### config.mk
export PLATFORM = sky130hd
export DESIGN_NAME = spi_fb_stream_flat
export DESIGN_NICKNAME = d
export VERILOG_FILES = /design/src/rtl/spi_fb_stream_if.sv /design/src/rtl/spi_fb_stream.sv /design/src/flat_wrapper.sv
export SDC_FILE = /design/constraint.sdc
export NUM_CORES = 1
export LEC_CHECK = 0
export ABC_AREA = 1
export BUFFER_PORTS_ARGS = -buffer_cell sky130_fd_sc_hd__buf_2
export CAP_MARGIN = 20
export CORE_MARGIN = 3
export CORE_UTILIZATION = 25
export DETAILED_ROUTE_END_ITERATION = 12
export SLEW_MARGIN = 20
export SYNTH_ARGS = -nofsm -noshare
export SYNTH_HDL_FRONTEND = slang
export SYNTH_SLANG_ARGS = --single-unit
### constraint.sdc
create_clock -name clock -period 2 [get_ports clock]
set_input_delay 0.4 -clock clock [delete_from_list [all_inputs] [get_ports clock]]
set_output_delay 0.4 -clock clock [all_outputs]
set_load 0.02 [all_outputs]
### src/rtl/spi_fb_stream_if.sv
// Word-stream and framebuffer-read bus of spi_fb_stream.
// master = the stream source, slave = the consumer / framebuffer RAM side.
interface spi_fb_stream_if #(
  parameter int AW = 10
);
  logic          start;
  logic          busy;
  logic [AW-1:0] fb_addr;
  logic [7:0]    fb_data;
  logic          get;
  logic          dc;
  logic [7:0]    data;
  logic          empty;

  modport master (
    input  start, fb_data, get,
    output busy, fb_addr, dc, data, empty
  );

  modport slave (
    output start, fb_data, get,
    input  busy, fb_addr, dc, data, empty
  );
endinterface

### src/rtl/spi_fb_stream.sv
// Word source for spi_display: one init command list after reset, then on each start an
// address-window preamble plus a full framebuffer dump from a synchronous RAM.
module spi_fb_stream #(
  parameter int W        = 128,
  parameter int PAGES    = 8,
  parameter int INIT_LEN = 20,
  parameter logic [0:31][7:0] INIT_ROM = {
    8'hAE, 8'hD5, 8'h80, 8'hA8, 8'h3F, 8'hD3, 8'h00, 8'h40,
    8'h8D, 8'h14, 8'h20, 8'h00, 8'hA1, 8'hC8, 8'hDA, 8'h12,
    8'h81, 8'hCF, 8'hA6, 8'hAF, {12{8'h00}}
  }
) (
  input logic             clock,
  input logic             reset,
  spi_fb_stream_if.master bus
);

  localparam int FRAME = W * PAGES;
  localparam int AW = (FRAME > 1) ? $clog2(FRAME) : 1;
  localparam logic [AW-1:0] LAST_ADDR = AW'(FRAME - 1);
  localparam logic [5:0] INIT_CNT = 6'(INIT_LEN);
  localparam logic [7:0] COL_END  = 8'(W - 1);
  localparam logic [7:0] PAGE_END = 8'(PAGES - 1);

  typedef enum logic [1:0] {S_INIT, S_IDLE, S_ADDR, S_PIX} state_t;
  localparam state_t RESET_STATE = (INIT_LEN > 0) ? S_INIT : S_IDLE;

  state_t        state;
  state_t        state_next;
  logic          valid;
  logic          dc_q;
  logic [7:0]    data_q;
  logic [5:0]    idx;
  logic [AW-1:0] fb_addr_q;
  logic          pending;
  logic          last_pix;
  logic          pop;
  logic          busy;

  function automatic logic [7:0] addr_word(input logic [5:0] i);
    case (i)
      6'd0:    return 8'h21;
      6'd1:    return 8'h00;
      6'd2:    return COL_END;
      6'd3:    return 8'h22;
      6'd4:    return 8'h00;
      default: return PAGE_END;
    endcase
  endfunction

  assign pop = valid & bus.get;

  always_ff @(posedge clock) begin
    if (reset) state <= RESET_STATE;
    else       state <= state_next;
  end

  always_comb begin
    state_next = state;
    unique case (state)
      S_INIT:  if (pop && idx == INIT_CNT) state_next = S_IDLE;
      S_IDLE:  if (bus.start)              state_next = S_ADDR;
      S_ADDR:  if (pop && idx == 6'd6)     state_next = S_PIX;
      S_PIX:   if (pop && last_pix)        state_next = S_IDLE;
      default:                             state_next = RESET_STATE;
    endcase
  end

  always_comb begin
    busy = (state != S_IDLE);
  end

  // idx counts words already loaded in INIT/ADDR; in PIX the next address is prefetched
  // into fb_addr_q at capture time so the RAM sees it on the edge that pops the current word.
  always_ff @(posedge clock) begin
    if (reset) begin
      valid     <= 1'b0;
      dc_q      <= 1'b0;
      data_q    <= 8'h00;
      idx       <= 6'd0;
      fb_addr_q <= '0;
      pending   <= 1'b0;
      last_pix  <= 1'b0;
    end else begin
      unique case (state)
        S_INIT: begin
          if ((!valid || pop) && idx < INIT_CNT) begin
            valid  <= 1'b1;
            dc_q   <= 1'b0;
            data_q <= INIT_ROM[idx[4:0]];
            idx    <= idx + 6'd1;
          end else if (pop) begin
            valid <= 1'b0;
            idx   <= 6'd0;
          end
        end
        S_IDLE: begin
          if (bus.start) begin
            valid  <= 1'b1;
            dc_q   <= 1'b0;
            data_q <= 8'h21;
            idx    <= 6'd1;
          end
        end
        S_ADDR: begin
          if (pop) begin
            if (idx < 6'd6) begin
              data_q <= addr_word(idx);
              idx    <= idx + 6'd1;
            end else begin
              valid   <= 1'b0;
              idx     <= 6'd0;
              pending <= 1'b1;
            end
          end
        end
        S_PIX: begin
          if (pending) begin
            valid     <= 1'b1;
            dc_q      <= 1'b1;
            data_q    <= bus.fb_data;
            pending   <= 1'b0;
            last_pix  <= (fb_addr_q == LAST_ADDR);
            fb_addr_q <= (fb_addr_q == LAST_ADDR) ? '0 : fb_addr_q + AW'(1);
          end else if (pop) begin
            valid   <= 1'b0;
            pending <= !last_pix;
          end
        end
        default: ;
      endcase
    end
  end

  assign bus.busy    = busy;
  assign bus.empty   = ~valid;
  assign bus.dc      = dc_q;
  assign bus.data    = data_q;
  assign bus.fb_addr = fb_addr_q;

endmodule

### src/flat_wrapper.sv
// flat-port wrapper written by rule: the top's interface ports become plain ports
module spi_fb_stream_flat 
#(
  parameter int W        = 128,
  parameter int PAGES    = 8,
  parameter int INIT_LEN = 20,
  parameter logic [0:31][7:0] INIT_ROM = {
    8'hAE, 8'hD5, 8'h80, 8'hA8, 8'h3F, 8'hD3, 8'h00, 8'h40,
    8'h8D, 8'h14, 8'h20, 8'h00, 8'hA1, 8'hC8, 8'hDA, 8'h12,
    8'h81, 8'hCF, 8'hA6, 8'hAF, {12{8'h00}}
  }
)
  (clock, reset, bus_start, bus_fb_data, bus_get, bus_busy, bus_fb_addr, bus_dc, bus_data, bus_empty);
  spi_fb_stream_if #(.AW(10)) bus_i ();
  input logic clock;
  input logic reset;
  input wire logic [$bits(bus_i.start)-1:0] bus_start;
  input wire logic [$bits(bus_i.fb_data)-1:0] bus_fb_data;
  input wire logic [$bits(bus_i.get)-1:0] bus_get;
  output wire logic [$bits(bus_i.busy)-1:0] bus_busy;
  output wire logic [$bits(bus_i.fb_addr)-1:0] bus_fb_addr;
  output wire logic [$bits(bus_i.dc)-1:0] bus_dc;
  output wire logic [$bits(bus_i.data)-1:0] bus_data;
  output wire logic [$bits(bus_i.empty)-1:0] bus_empty;
  assign bus_i.start = bus_start;
  assign bus_i.fb_data = bus_fb_data;
  assign bus_i.get = bus_get;
  assign bus_busy = bus_i.busy;
  assign bus_fb_addr = bus_i.fb_addr;
  assign bus_dc = bus_i.dc;
  assign bus_data = bus_i.data;
  assign bus_empty = bus_i.empty;
  spi_fb_stream #(.W(W), .PAGES(PAGES), .INIT_LEN(INIT_LEN), .INIT_ROM(INIT_ROM)) u_core (.clock(clock), .reset(reset), .bus(bus_i));
endmodule
Yosys cells after proc, flatten, opt, wreduce, memory -nomap -nowiden
Memory sizes are Yosys's and may differ from the RTL's.
Cells that the tools add are included.
Operators by class
  equal/unequal tests: 21
  reduce and logical (&&, ||, !) cells: 20
  muxes and demuxes: 37
  bitwise gates (word level): 3
  add/subtract/negate cells: 2
  $lt $le $gt $ge: 3
Operator list (count)
  2-to-1 mux 8 bit: 7
  one-hot mux 8 bit (4 select lines): 1
  2-to-1 mux 6 bit: 5
  one-hot mux 7 bit (4 select lines): 1
  one-hot mux 6 bit (3 select lines): 1
  inequality test 2 x 1 -> 1 bit, second input constant: 8
  2-to-1 mux 1 bit: 13
  == test 6 x 2 -> 1 bit, second input constant: 2
  == test 6 x 3 -> 1 bit, second input constant: 2
  AND reduction 4 bit: 3
  adder 10 x 1 -> 10 bit, second input constant: 1
  == test 10 bit, second input constant: 1
  2-to-1 mux 10 bit: 1
  2-to-1 mux 2 bit: 4
  one-hot mux 2 bit (4 select lines): 1
  adder 6 x 1 -> 6 bit, second input constant: 1
  == test 6 x 1 -> 1 bit, second input constant: 1
  == test 6 x 5 -> 1 bit, second input constant: 1
  greater-or-equal comparator 6 bit, second input constant: 1
  logical NOT 6 bit: 1
  < comparator 6 x 3 -> 1 bit, second input constant: 1
  < comparator 6 x 5 -> 1 bit, second input constant: 1
  NOT 5 -> 6 bit: 1
  AND reduction 3 bit: 2
  18 further kinds: 25
Word-level totals
  bits in read-only memories: 256
  bits of input ports: 12
  memories kept: 1
  flip-flop bits (word level): 30
  output and inout bits: 21
  logic and storage cells: 95
Memory list
  (name not given): words 32, bits a word 8, read ports 1, clocked after memory_dff 0, write ports 0, line spi_fb_stream.sv:90  | data_q <= INIT_ROM[idx[4:0]];

Longest topological paths before layout
Gate-level depths: netlist of run 1.
  depth in word-level cells: 6
  mapped depth: 13
  gate-level depth less buffers: 13

Least setup slack after synthesis of run 1
Ideal clock, no wire load.
  path type: register to register
  start: register u_core.state[1]
  end: register u_core.data_q[5] (netlist: u_core.bus.data[5])
  setup slack: 0.363 ns
  library setup time: 0.116 ns
  arrival: 1.521 ns
  cell stages (with the launch flop): 13
  buffers on the path: 0
  period minus slack after synthesis: 1.637 ns
  cells stage by stage: dfxtp_1 inv_1 ha_1 inv_1 nor2_1 inv_1 o21ai_0 inv_1 nand3_4 inv_4 nand2_1 nor2_1 nor2_1
Between the ends
  cells in the longest elaborated chain, start to end: 3
  elaborated cells between the ends (all ways): 11
  classes of those cells: 8 x eq/ne; 1 x mux; 2 x reduce/logical
RTL lines
  start: declaration: line spi_fb_stream.sv:28  | state_t state;
  start signal: assignment: line spi_fb_stream.sv:55  | else state <= state_next;
  == test 2 bit (tied with other cells): line spi_fb_stream.sv:85  | unique case (state)
  inequality test 2 x 1 -> 1 bit (no line) / inequality test 2 bit (equally long branches)
  AND reduction 5 bit (no line)
  end signal: assignment: line spi_fb_stream.sv:90
  end signal: assignment: line spi_fb_stream.sv:108  | data_q <= addr_word(idx);
  end signal: assignment: line spi_fb_stream.sv:121  | data_q <= bus.fb_data;
  end: declaration: line spi_fb_stream.sv:32  | logic [7:0] data_q;
Parallel ways exist; a longest one is shown, timed or not.
A chain may end at the register's enable or synchronous reset.

Worst setup path in the final report of run 1
  start: register u_core.state[1]
  end: register u_core.data_q[3] (netlist: u_core.bus.data[3])
Same word-level chain as after synthesis.

==> summary.md, run 1 <==
| Metric | Value |
|---|---|
| Outcome | `finished, final reports clean` |
| WL per Instance | `12.4 um` |
| Std-Cell Rows | `32` |
| Max-cap viol count | `0` |
| Die span in y | `98.1 um` |
| CP Cell Sequence | `inv_1, ha_2, inv_1, nor2_1, inv_1, o21ai_0, inv_1, nand3_4, inv_4, o21ai_0, nor2_1` |
| Crit path largest cell delay | `roughly 0.34 ns` |
| Initial DRC Count | `142` |
| Mapped Cells | `roughly 330` |
| Reg clk slew, reported paths | `around 0.070 ns` |
| PwrDens | `1410 mW/mm^2` |
| Routed WL | `5.83 mm` |
| RSZ-0062 raised after global routing | `false` |
| Setup TNS | `0 ns` |
| Worst Setup End Kind | `flop` |
| Starting Density | `a little over a quarter` |
| Pin count of the biggest net entering global routing | `12` |
| Core Box Area | `~0.0080 mm^2` |
| Crit-path most repeated cell | `inv_1` |
| Skew-Pair Late Insertion Delay | `approximately 0.28 ns` |
| Hold Buf Count CTS | `0` |
| Relative slew margins | `between 70% and 80%` |
| ANT nets after route | `0` |
| Post-Synth Adder-Cell Area | `around 6.5%` |
| Clock tree from TritonCTS | `yes` |
| Maximum clock path buffer count | `2` |
| VDD IR-drop max | `between 0.3 and 0.4 mV` |
| DR vias | `2191` |
| CTS buffer count | `5` |
| Dpl ws | `just over 0.2 ns` |
| Root buffer cell | `clkbuf_8` |
| Buf/Inv on CP | `5` |
| Post-CTS sizing | `0` |
| Diodes inserted | `0` |
| Design Power | `0.00360 W` |
| Post-Synth XOR/XNOR Area | `1.65%` |
| Final WS setup | `0.216 ns` |
| Setup crit start kind | `flop` |
| Register Area | `601 um^2` |
| Worst Path Required | `2.17 ns` |
| Fraction of layout cells with a size suffix above 1 | `approximately a fifth` |
| Vias in the first global route | `approximately 2000` |
| First-pass detailed-route iteration total | `4` |
| Gr usage total | `between 10% and 20%` |
| Final net count | `approximately 390` |
| Io pins | `33` |
| Slowest CP cell | `dfxtp_1` |
| DR vias/cell | `between 4 and 5` |
| Global route overflow | `0` |
| DIE AREA | `roughly 0.0096 mm^2` |
| Largest family of logic cells by synthesized area | `simple AND/OR/NAND/NOR gates` |
| Final Slew Violations | `0` |
| Average cell area after synthesis | `roughly 6.5 um^2` |
| First-pass GRT wire length | `9.88 mm` |
| CP top delay family | `buffers and inverters` |
| Distinct cells, synth | `35` |
| Antenna violations before repair | `0` |
| CP Data Arrival Time | `approximately 2.0 ns` |
| Sink Count | `30` |
| Register area share after synthesis | `28.4%` |
| Detailed Place HPWL | `4.56 mm` |
| DRC Markers | `0` |
| HP Class | `input port to flop` |
| P_leak | `1.20 nW` |
| Ys Warns | `0` |
| Cell area after synthesis | `around 0.0021 mm^2` |
| Syn nets | `350` |
| Tmin final | `around 1.8 ns` |
| Post-CTS setup buffers | `0` |
| Synth Area in Compound Gates | `13.5%` |
| Post-synthesis simple-gate area fraction | `39.6%` |
| Area of the multi-input gates | `0.00130 mm^2` |
| P&R area growth vs syn | `20.4%` |
| Flops & latches, synth | `30` |
| IO buf count | `32` |
| Fmax | `between 500 and 600 MHz` |
| Htree depth | `2` |
| Crit-path max FO | `10` |
| Die Wd | `a little under 100 um` |
| Crit path kind | `flop to flop` |
| Fillers | `slightly below 900` |
| Final setup fails | `0` |
| Period Utilization, post-route | `between 80 and 90%` |
| Fin Clk Skew | `around 0.007 ns` |
| Worst slew pin tran | `~0.43 ns` |
| Final Wtd Congestion | `around 0.95` |
| Final hold vios | `0` |
| Post-synthesis mux area share | `0%` |
==> routing by layer <==
metal  share of wire, %  vias up  track usage [%]
li1                   -     1142                -
met1                 47      982             17.0
met2                 46       61             19.1
met3                6.3        6             2.50
met4               0.93        0             3.62
met5                  0        -                0
==> registers in the layout, summed over array words and instances (netlist names) <==
register / flops
u_core.bus.fb_addr: 10
u_core.last_pix: 1
u_core.state: 2
u_core.valid: 1
u_core.bus.dc: 1
u_core.idx: 6
u_core.pending: 1
u_core.bus.data: 8
==> logic make-up after synthesis <==
family | after synthesis
and+or+nand+nor | 184
AOI/OAI and AO/OA | 53
buffers and inverters | 45
DFF | 30
adders and majority gates | 11
xor gates and xnor gates | 4
==> layout by cell type, fill, tap and decap left out, types with 9 or more instances in the layout <==
cell      n
nand2_1  88
nor2_1   36
inv_1    32
buf_2    32
dfxtp_1  30
nand3_1  24
a21oi_1  23
o21ai_0  21
nor3_1   11
ha_1     10
nand4_1   9
==> cell usage after synthesis <==
library cell,instances,area share [%]
nand2_1,88,16
nor2_1,36,6.4
inv_1,32,5.7
dfxtp_1,30,28
nand3_1,24,5.7
a21oi_1,23,5.4
o21ai_0,21,5.0
ha_1,11,6.5
nor3_1,11,2.6
nand4_1,9,2.7
nand2_2,4,1.2
xor2_1,4,1.7
clkbuf_1,3,0.53
inv_4,3,0.89
nor2_2,3,0.89
buf_6,2,1.1
nand2_4,2,1.1
nand3_4,2,1.7
o211ai_1,2,0.71
o21a_1,2,0.71
a21boi_0,1,0.35
a21oi_2,1,0.41
a31oi_1,1,0.30
buf_2,1,0.24
buf_4,1,0.35
clkbuf_8,1,0.65
inv_12,1,0.77
inv_2,1,0.18
nand3_2,1,0.47
nand3b_1,1,0.35
nor2_4,1,0.53
o21ai_1,1,0.24
o21ai_2,1,0.41
or2_0,1,0.30
or2_2,1,0.30
==> layout make-up <==
type / count / area share (%)
clock inverters: 2 / 2.35
flip-flops and latches: 30 / 23.5
repair buffers: 40 / 8.63
well taps: 102 / 5.00
inverters: 37 / 6.23
clock buffers: 6 / 3.24
multi-input cells: 252 / 51.0
==> through the flow <==
step	std cells	instance area, um^2	hold WS, ns	utilization [%]
3_5_place_dp	461	2410	0.451	30.2
3_3_place_gp	461	2410	0.453	30.2
5_1_grt	469	2550	0.459	32.0
2_1_floorplan	327	2120	0.459	-
4_1_cts	469	2550	0.464	32.0
6_report	469	2550	0.456	32.0
==> report_power, final <==
group	switching (W)	internal, W	total (W)
registers	0.0000781	0.000729	0.000807
clock network	0.000240	0.000532	0.000772
logic	0.00133	0.000693	0.00203
total	0.00165	0.00195	0.00360
==> path summary, 6_finish.rpt <==
check	startpoint	endpoint	slack, ns	cells past startpoint
max reg2reg	u_core.state[1]	u_core.bus.data[3]	0.22	11
min reg2reg	u_core.bus.dc	u_core.bus.dc	0.46	2
min	reset	u_core.bus.fb_addr[2]	0.46	2
max	u_core.state[1]	u_core.bus.data[3]	0.22	11
Power figures use the tool's default switching activity.
==> inputs of run 2 (changes only) <==
--- a/config.mk
+++ b/config.mk
@@ -8,9 +8,11 @@
 export ABC_AREA = 1
 export BUFFER_PORTS_ARGS = -buffer_cell sky130_fd_sc_hd__buf_2
 export CAP_MARGIN = 20
+export CORE_ASPECT_RATIO = 0.75
 export CORE_MARGIN = 3
 export CORE_UTILIZATION = 25
 export DETAILED_ROUTE_END_ITERATION = 12
+export PLACE_DENSITY_LB_ADDON = 0.2
 export SLEW_MARGIN = 20
 export SYNTH_ARGS = -nofsm -noshare
 export SYNTH_HDL_FRONTEND = slang
==> constraint.sdc (replaced) <==
create_clock -name clock -period 1.6 [get_ports clock]
set_input_delay 0.32 -clock clock [delete_from_list [all_inputs] [get_ports clock]]
set_output_delay 0.32 -clock clock [all_outputs]
set_load 0.02 [all_outputs]
==> run 2 against run 1 <==
Net effect:
- die area increased by 0.12%
- global-route usage increased by 1.9 points
- critical path depth decreased by 2
- sequential share of layout area decreased by 2.9 points
- combinational power increased by 53%
- first-iteration DRC count increased by 13%
- count of clock-buffer cells in the layout increased by 1
- register-to-register slack got worse by 0.14 ns
- sequential cell count unchanged
- critical endpoint is now u_core.bus.data[0]
==> summary.md, run 2 (same netlist as run 1, synthesis figures left out) <==
| Metric | Value |
|---|---|
| PwrDens | `1730 mW/mm^2` |
| Crit path largest cell delay | `0.31 ns` |
| Fmax | `655 MHz` |
| Hold path startpoint | `reset` |
| Sw Share | `between 40 and 50%` |
| Crit-path max FO | `4` |
| HP Class | `input port to flop` |
| Outcome | `finished, final reports clean` |
| CP Data Arrival Time | `roughly 1.7 ns` |
| RR Endpoint | `u_core.bus.data[0]` |
| Die Wd | `between 100 and 150 um` |
| Fillers | `885` |
| Clk pwr share | `a little under a fifth` |
| Skew-Pair Late Insertion Delay | `between 0.2 and 0.3 ns` |
| Initial DRC Count | `161` |
| DR vias | `roughly 2300` |
| Die span in y | `around 86 um` |
| Fraction of layout cells with a size suffix above 1 | `a little under a third` |
| Setup TNS | `0 ns` |
| Final net count | `424` |
| Detailed Place HPWL | `roughly 5.2 mm` |
| RSZ-0062 raised after global routing | `true` |
| Worst Path Required | `approximately 1.8 ns` |
| Diodes inserted | `0` |
| Starting Density | `a little over a quarter` |
| P_leak | `between 1 and 1.5 nW` |
| FF-to-FF setup slack | `just over 0.07 ns` |
| Std-Cell Rows | `28` |
| Crit path kind | `flop to flop` |
| Slowest CP cell | `dfxtp_1` |
| Period Utilization, post-route | `95.5%` |
| FF-to-FF Start | `u_core.idx[0]` |
| CP Cell Sequence | `buf_4, ha_2, or2_2, nand2_1, o21ai_0, nand2_1, o21ai_0, nor2_1, a21oi_1` |
| Worst slew pin tran | `between 0.3 and 0.4 ns` |
| DRC Markers | `0` |
| Final hold vios | `0` |
| Max FFs per register | `10` |
| Placed cell area | `between 0.002 and 0.003 mm^2` |
| Hold depth | `3` |
| Most common cell after layout, fill and taps aside | `nand2_1` |
| Io pins | `33` |
| Worst Setup End Kind | `flop` |
| DR vias/cell | `about 4.6` |
| Cell Int Power | `between 0.002 and 0.003 W` |
| Gr usage total | `roughly 14%` |
| Hold Buf Count CTS | `0` |
| Htree depth | `2` |
| CTS buffer count | `5` |
| WL per Instance | `around 13 um` |
| Final Slew Violations | `0` |
| Fin Clk Skew | `0.00444 ns` |
| Root buffer cell | `clkbuf_16` |
| ANT nets after route | `0` |
| DIE AREA | `slightly below 0.01 mm^2` |
| IO buf count | `32` |
| First-pass detailed-route iteration total | `4` |
| Sink Count | `30` |
| Most frequent cells in the layout | `nand2_1 (87), buf_4 (42), nor2_1 (34)` |
| Final setup fails | `0` |
| Tmin final | `between 1.5 and 2 ns` |
| Hold endpoint | `u_core.bus.data[7]` |
| Final Wtd Congestion | `0.861` |
| Maximum clock path buffer count | `2` |
| Routed WL | `6.43 mm` |
| VDD IR-drop max | `~0.61 mV` |
| Setup crit start kind | `flop` |
| P&R area growth vs syn | `38.7%` |
| Flop pwr share | `between 20% and 30%` |
| Clock tree from TritonCTS | `yes` |
| First-pass GRT wire length | `roughly 11 mm` |
| Pin count of the biggest net entering global routing | `11` |
| Reg clk slew, reported paths | `approximately 0.050 ns` |
| Core Box Area | `a little over 0.008 mm^2` |
| Worst reg-to-reg path cell count | `9` |
| Relative slew margins | `between 70% and 80%` |
| Vias in the first global route | `between 2000 and 2500` |
| Antenna violations before repair | `0` |
| Net Sw Power | `0.00226 W` |
| Worst setup path start | `u_core.idx[0]` |
| Post-route design area | `0.00294 mm^2` |
| Global route overflow | `0` |
| Max-cap viol count | `0` |
| Combinational Power Share | `60.9%` |
==> run 2: cell types whose count changed in the layout (fill, tap and decap cells not counted), moves of 3 or more <==
cell	previous run	this run
a21oi_1	23	20
a21oi_2	1	4
buf_4	8	42
clkbuf_16	0	5
clkbuf_8	6	1
ha_1	10	3
ha_2	1	4
ha_4	0	4
inv_1	32	25
inv_2	1	7
o21ai_0	21	16
o21ai_1	1	6
==> run 2: area by class of cell <==
cell class | instances | area, um^2 | share of cell area (%)
tap | 105 | 131 | 4.47
clock inverter | 1 | 5.00 | 0.170
multi-input combinational | 252 | 1390 | 47.4
inverter | 37 | 164 | 5.58
clock buffer | 7 | 143 | 4.85
timing repair buffer | 75 | 495 | 16.9
sequential | 30 | 608 | 20.7
==> run 2: how the worst max path moves through the flow <==
stage	endpoint	slack, ns	cells past startpoint
finish	u_core.bus.data[0]	0.07	9
floorplan	u_core.bus.data[5]	0.03	12
detailed placement	u_core.bus.fb_addr[8]	-0.02	7
global route	u_core.bus.data[7]	-0.01	11
CTS	u_core.bus.dc	0.02	11
global placement	u_core.bus.fb_addr[8]	-0.01	7
==> run 2: power groups by stage <==
stage | logic, W | registers, W | clock network [W]
2_1_floorplan | 0.00175 | 0.00114 | 0
3_3_place_gp | 0.00284 | 0.00103 | 0
3_5_place_dp | 0.00283 | 0.00103 | 0
4_1_cts | 0.00287 | 0.00102 | 0.000978
5_1_grt | 0.00350 | 0.00108 | 0.00102
6_report | 0.00310 | 0.00105 | 0.000937
==> run 2: stage by stage <==
stage	utilization, %	hold WS (ns)	std cells	setup WS, ns	total power [W]
final	36.5	0.411	507	0.0727	0.00509
after global routing	36.5	0.424	507	-0.0139	0.00559
after detailed placement	33.2	0.461	498	-0.0221	0.00386
after global placement	33.2	0.455	498	-0.0133	0.00387
after CTS	35.3	0.417	507	0.0160	0.00487
after floorplan	-	0.459	327	0.0330	0.00288
==> run 2: critical path, delay by kind of cell, from the launching register on <==
kind	cells	cell delay, ns
and+or+nand+nor	4	0.51
AOI/OAI and AO/OA	3	0.22
buffers and inverters	1	0.16
adders and majority gates	1	0.21
DFF	1	0.31
==> run 2: what timing repair did <==
item | 4_1_cts | 5_1_grt
buffers inserted | 1 | 0
pin swaps | 1 | 5
endpoints found under the setup margin | 5 | 24
gates resized for setup | 3 | 35
==> run 2: metal layers <==
| metal | track usage, % | part of all wire [%] | vias up |
|---|---|---|---|
| li1 | - | - | 1215 |
| met1 | 21.8 | 55 | 1040 |
| met2 | 18.6 | 38 | 57 |
| met3 | 3.60 | 6.5 | 4 |
| met4 | 4.48 | 0.81 | 0 |
| met5 | 0 | 0 | - |
